--- config.mk ---
export PLATFORM = sky130hd
export DESIGN_NAME = rca_seq_ctrl
export DESIGN_NICKNAME = d
export VERILOG_FILES = /design/src/rtl/rca_pkg.sv /design/src/rtl/nibble_adder.sv /design/src/rtl/rca_seq_ctrl.sv
export SDC_FILE = /design/constraint.sdc
export NUM_CORES = 1
export LEC_CHECK = 0
export ABC_AREA = 0
export BUFFER_PORTS_ARGS = -buffer_cell sky130_fd_sc_hd__clkbuf_2
export CAP_MARGIN = 20
export CORE_UTILIZATION = 56
export DETAILED_ROUTE_END_ITERATION = 7
export PLACE_DENSITY_LB_ADDON = 0.08
export SETUP_SLACK_MARGIN = 0.3
export SYNTH_ARGS = -nofsm -noshare
export SYNTH_HDL_FRONTEND = slang
export SYNTH_HIERARCHICAL = 1
export SYNTH_SLANG_ARGS = --single-unit
--- constraint.sdc ---
create_clock -name clock -period 7.9 [get_ports clock]
set_input_delay 1.58 -clock clock [delete_from_list [all_inputs] [get_ports clock]]
set_output_delay 1.58 -clock clock [all_outputs]
set_load 0.1 [all_outputs]
--- src/rtl/rca_pkg.sv ---
// rtl/rca_pkg.sv - shared constants, FSM encodings and full-adder helper for rca_seq_ctrl
package rca_pkg;

    localparam int NIBBLE_W = 4;

    localparam logic [1:0] S_IDLE = 2'd0;
    localparam logic [1:0] S_ADD  = 2'd1;
    localparam logic [1:0] S_DONE = 2'd2;

    // Returns {carry_out, sum} of a single-bit full adder.
    function automatic logic [1:0] full_add(input logic x, input logic y, input logic ci);
        return {(x & y) | (ci & (x ^ y)), x ^ y ^ ci};
    endfunction

endpackage

--- src/rtl/nibble_adder.sv ---
// rtl/nibble_adder.sv - combinational 4-bit ripple-carry adder built from full adders
module nibble_adder
    import rca_pkg::*;
(
    input  logic [NIBBLE_W-1:0] x,
    input  logic [NIBBLE_W-1:0] y,
    input  logic                ci,
    output logic [NIBBLE_W-1:0] s,
    output logic                co
);

    logic [NIBBLE_W:0] w_c;

    assign w_c[0] = ci;

    for (genvar i = 0; i < NIBBLE_W; i++) begin : g_fa
        assign {w_c[i+1], s[i]} = full_add(x[i], y[i], w_c[i]);
    end

    assign co = w_c[NIBBLE_W];

endmodule

--- src/rtl/rca_seq_ctrl.sv ---
// rtl/rca_seq_ctrl.sv - wide adder sequenced over one nibble adder; RCA_SEQ_SUB_EN adds subtract
module rca_seq_ctrl
    import rca_pkg::*;
#(
    parameter int NIBBLES = 4
) (
    input  logic                         clock,
    input  logic                         resetn,
    input  logic                         start,
    input  logic [NIBBLE_W*NIBBLES-1:0]  a,
    input  logic [NIBBLE_W*NIBBLES-1:0]  b,
    input  logic                         cin,
`ifdef RCA_SEQ_SUB_EN
    input  logic                         sub,
`endif
    output logic                         busy,
    output logic                         done,
    output logic [NIBBLE_W*NIBBLES-1:0]  sum,
    output logic                         cout
);

    localparam int W     = NIBBLE_W * NIBBLES;
    localparam int IDX_W = (NIBBLES > 1) ? $clog2(NIBBLES) : 1;

    logic [1:0]       r_state;
    logic [IDX_W-1:0] r_idx;
    logic [W-1:0]     r_opa;
    logic [W-1:0]     r_opb;
    logic             r_carry;
    logic [W-1:0]     r_part;
    logic [W-1:0]     r_sum;
    logic             r_cout;
    logic             r_busy;
    logic             r_done;

    logic [IDX_W+1:0]    w_base;
    logic [NIBBLE_W-1:0] w_s;
    logic                w_co;
    logic [W-1:0]        w_part_next;
    logic                w_last;
    logic [W-1:0]        w_opb_in;
    logic                w_cin_in;

    // Subtraction folds into the operand latch: store ~B and force the carry-in.
`ifdef RCA_SEQ_SUB_EN
    assign w_opb_in = sub ? ~b : b;
    assign w_cin_in = sub ? 1'b1 : cin;
`else
    assign w_opb_in = b;
    assign w_cin_in = cin;
`endif

    assign w_base = {r_idx, 2'b00};
    assign w_last = (r_idx == IDX_W'(NIBBLES - 1));

    nibble_adder u_nibble_adder (
        .x  (r_opa[w_base +: NIBBLE_W]),
        .y  (r_opb[w_base +: NIBBLE_W]),
        .ci (r_carry),
        .s  (w_s),
        .co (w_co)
    );

    always_comb begin
        w_part_next = r_part;
        w_part_next[w_base +: NIBBLE_W] = w_s;
    end

    always_ff @(posedge clock or negedge resetn) begin
        if (!resetn) begin
            r_state <= S_IDLE;
            r_idx   <= '0;
            r_opa   <= '0;
            r_opb   <= '0;
            r_carry <= 1'b0;
            r_part  <= '0;
            r_sum   <= '0;
            r_cout  <= 1'b0;
            r_busy  <= 1'b0;
            r_done  <= 1'b0;
        end else begin
            case (r_state)
                S_IDLE: begin
                    if (start) begin
                        r_opa   <= a;
                        r_opb   <= w_opb_in;
                        r_carry <= w_cin_in;
                        r_idx   <= '0;
                        r_part  <= '0;
                        r_busy  <= 1'b1;
                        r_state <= S_ADD;
                    end
                end
                S_ADD: begin
                    r_part  <= w_part_next;
                    r_carry <= w_co;
                    if (w_last) begin
                        r_sum   <= w_part_next;
                        r_cout  <= w_co;
                        r_busy  <= 1'b0;
                        r_done  <= 1'b1;
                        r_state <= S_DONE;
                    end else begin
                        r_idx <= r_idx + IDX_W'(1);
                    end
                end
                S_DONE: begin
                    r_done  <= 1'b0;
                    r_state <= S_IDLE;
                end
                default: begin
                    r_busy  <= 1'b0;
                    r_done  <= 1'b0;
                    r_state <= S_IDLE;
                end
            endcase
        end
    end

    assign busy = r_busy;
    assign done = r_done;
    assign sum  = r_sum;
    assign cout = r_cout;

endmodule

==> flow_metrics.py <==
metrics = {
    "sta": {
        "hold_violations": 0,
        "rsz0062_at_grt": "false",
        "setup_tns_ns": 0,
        "period_share_pct": 43.7,
        "max_slew_margin_pct": 41.0,
        "tightest_slew_ns": 0.885,
        "setup_viol": 0,
        "drv_slew": 0,
        "clock_skew_ns": 0.0125,
        "fmaxAchievable_ghz": 0.290,
        "period_needed_ns": 3.45,
    },
    "grt": {
        "gr-total-overflow": 0,
        "grtUsageTotal_pct": 23.4,
        "grt_max_degree": 73,
        "grt_pass1_vias": 2227,
        "antenna_found_initial": 0,
        "grt_pass1_wl_mm": 11.0,
    },
    "clocking": {
        "cts_tree": "done",
        "clock-sinks": 72,
        "insertion_delay_ns": 0.35,
        "cts_hold_buf": 0,
        "postCtsSetupRepairBufs": 0,
        "htree_num_levels": 3,
        "root_buffer": "clkbuf_8",
        "cts-root-to-sink-buffers": 2,
        "numCtsBuffers": 9,
        "clk_pin_slew_ns": 0.08,
        "cts.repair.resized": 0,
    },
    "critical_path": {
        "path_buf_inv": 4,
        "endpoint_kind": "register",
        "crit_fanout": 15,
        "critPathKind": "register to register",
        "cpPeakStageDelay_ns": 0.81,
        "crit_arrival_ns": 3.72,
        "critical_path.cell_chain": "mux4_2, inv_1, fa_1, inv_1, fa_1, fa_1, inv_1, fa_1, inv_1, nand2_1, o22ai_1",
        "start_kind": "register",
        "critPathTopFamily": "adder cells",
        "crit_slowest_cell": "dfrtp_1",
        "required_ns": 8.16,
    },
    "logic_synthesis": {
        "synth_cell_type_count": 35,
        "syn-num-nets": 322,
        "syn_avg_cell_area_um2": 12.8,
        "synth_mux_area_share_pct": 21.1,
        "synthArstFlopShare_pct": 100,
        "synth_top_family_by_area": "multiplexers",
        "synth-simple-area-share_pct": 7.90,
        "synth_compound_area_share_pct": 8.83,
        "ys_seq_elements": 72,
        "synthXorXnorAreaFrac_pct": 0,
        "synth_top_flop_cell": "dfrtp_1",
        "synth_edf_count": 0,
        "yosysSeqAreaShare_pct": 51.0,
        "synth_fa_ha_area_share_pct": 4.40,
        "postSynthCellCount": 276,
        "synth_area_um2": 3530,
        "synth_warnings": 6,
    },
    "detailed_routing": {
        "drtIter0Drc": 138,
        "avgRoutedWirePerCell_um": 16.3,
        "postRouteAntennaNets": 0,
        "drc": 0,
        "vias": 2239,
        "routed_wl_mm": 6.72,
        "vias_per_cell": 5.45,
        "first_pass_iters": 4,
    },
    "finish": {
        "final_cell_mix": "72 x dfrtp_1, 53 x clkbuf_2, 30 x inv_1, 30 x mux2_4, 20 x nand2_1",
        "nFillCells": 454,
        "syn2layout_area_growth_pct": 13.4,
        "layout.nets": 377,
        "seq_area_um2": 1800,
        "final_common_cell": "dfrtp_1",
        "insertedDiodeCount": 0,
        "multiInputGateArea_um2": 1490,
        "drive_above_1_share_pct": 33.9,
    },
    "floorplan": {
        "dieArea_um2": 6620,
        "initial_utilization_pct": 58.9,
        "fp.dieW_um": 81.4,
        "core_area_um2": 5990,
        "die_h_um": 81.4,
        "rows": 28,
        "io_pins": 55,
    },
    "flow_run": {
        "maxCapViolCount": 0,
    },
    "place": {
        "dp_hpwl_mm": 4.58,
        "gp_congestion": 0.858,
        "io_buffers": 54,
    },
    "min_path": {
        "holdCritPathClass": "register to register",
    },
    "status": {
        "status": "complete, no violations",
    },
}
[state kept, by name, indices dropped and copies added, names as in the netlist, 2 cells and up]
signal and flops:
r_part 16, sum 16, r_idx 2, r_state 2, r_opa 16, r_opb 16
[final cells by class]
cell class,instances,share of cell area (%)
inverter,31,2.91
clock inverter,3,1.63
sequential,72,45.0
tap,75,2.35
clock buffer,13,3.72
multi-input combinational,161,37.2
timing repair buffer,56,7.13
[cells in the mapped netlist, types with 3 or more instances]
| library cell | n | area, µm² |
|---|---|---|
| a21oi_1 | 10 | 50.1 |
| a22o_1 | 3 | 26.3 |
| a2bb2oi_1 | 4 | 35.0 |
| buf_12 | 3 | 60.1 |
| buf_2 | 4 | 20.0 |
| dfrtp_1 | 72 | 1800 |
| fa_1 | 4 | 80.1 |
| ha_1 | 6 | 75.1 |
| inv_1 | 30 | 113 |
| mux2_2 | 3 | 33.8 |
| mux2_4 | 30 | 450 |
| mux2i_1 | 8 | 80.1 |
| mux4_2 | 8 | 180 |
| nand2_1 | 20 | 75.1 |
| nand3_1 | 3 | 15.0 |
| nor2_1 | 7 | 26.3 |
| nor2b_1 | 9 | 56.3 |
| o211ai_1 | 4 | 30.0 |
| o21ai_0 | 8 | 40.0 |
| o21ai_1 | 3 | 15.0 |
| o22ai_1 | 16 | 100 |
| or3_1 | 4 | 25.0 |
[cells by family (layout without fill, tap and decap cells)]
group,after synthesis,in the layout
multiplexers,49,49
buffers and inverters,43,103
flip-flops,72,72
AND/OR/NAND/NOR,52,52
adder cells (fa/ha/maj),10,10
AO/OA/AOI/OAI,50,50
[layer usage]
layer / part of all wire, % / up-vias / GRT usage (%)
met5: 0 / - / 0
met4: 3.6 / 0 / 14.6
met3: 3.7 / 24 / 4.61
met2: 46 / 69 / 33.8
met1: 47 / 1085 / 32.4
li1: - / 1061 / -
[worst paths after layout]
| path | start | endpoint | slack [ns] | cells after the start |
|---|---|---|---|---|
| setup / recovery | r_idx[0]$_DFFE_PN0P_ | r_part[3]$_DFFE_PN0P_ | 4.45 | 11 |
| hold / removal | cout$_DFFE_PN0P_ | cout$_DFFE_PN0P_ | 0.48 | 2 |
| setup reg to reg | r_idx[0]$_DFFE_PN0P_ | r_part[3]$_DFFE_PN0P_ | 4.45 | 11 |
| hold reg to reg | cout$_DFFE_PN0P_ | cout$_DFFE_PN0P_ | 0.48 | 2 |
| max in group asynchronous | resetn | sum[11]$_DFFE_PN0P_ | 5.88 | 2 |
| min in group asynchronous | resetn | r_state[1]$_DFFE_PN0P_ | 1.42 | 2 |
[stage by stage]
stage | std cells | utilization, % | worst slack, ns | cell area [µm²] | hold WS, ns
after floorplan | 276 | - | 4.94 | 3530 | 0.469
after global placement | 395 | 63.2 | 4.52 | 3790 | 0.462
after detailed placement | 395 | 63.2 | 4.42 | 3790 | 0.467
after CTS | 411 | 66.8 | 4.41 | 4000 | 0.485
after global routing | 411 | 66.8 | 4.22 | 4000 | 0.512
final | 411 | 66.8 | 4.45 | 4000 | 0.478
[worst register-to-register path: stages (launching register included)]
cell     delay, ns
dfrtp_1       0.81
mux4_2        0.59
inv_1         0.10
fa_1          0.18
inv_1         0.05
fa_1          0.37
fa_1          0.37
inv_1         0.08
fa_1          0.41
inv_1         0.11
nand2_1       0.11
o22ai_1       0.21
Power is left out: the tool's default activity adds up to more than one toggle a clock period on the data nets, which glitch-free logic cannot reach.
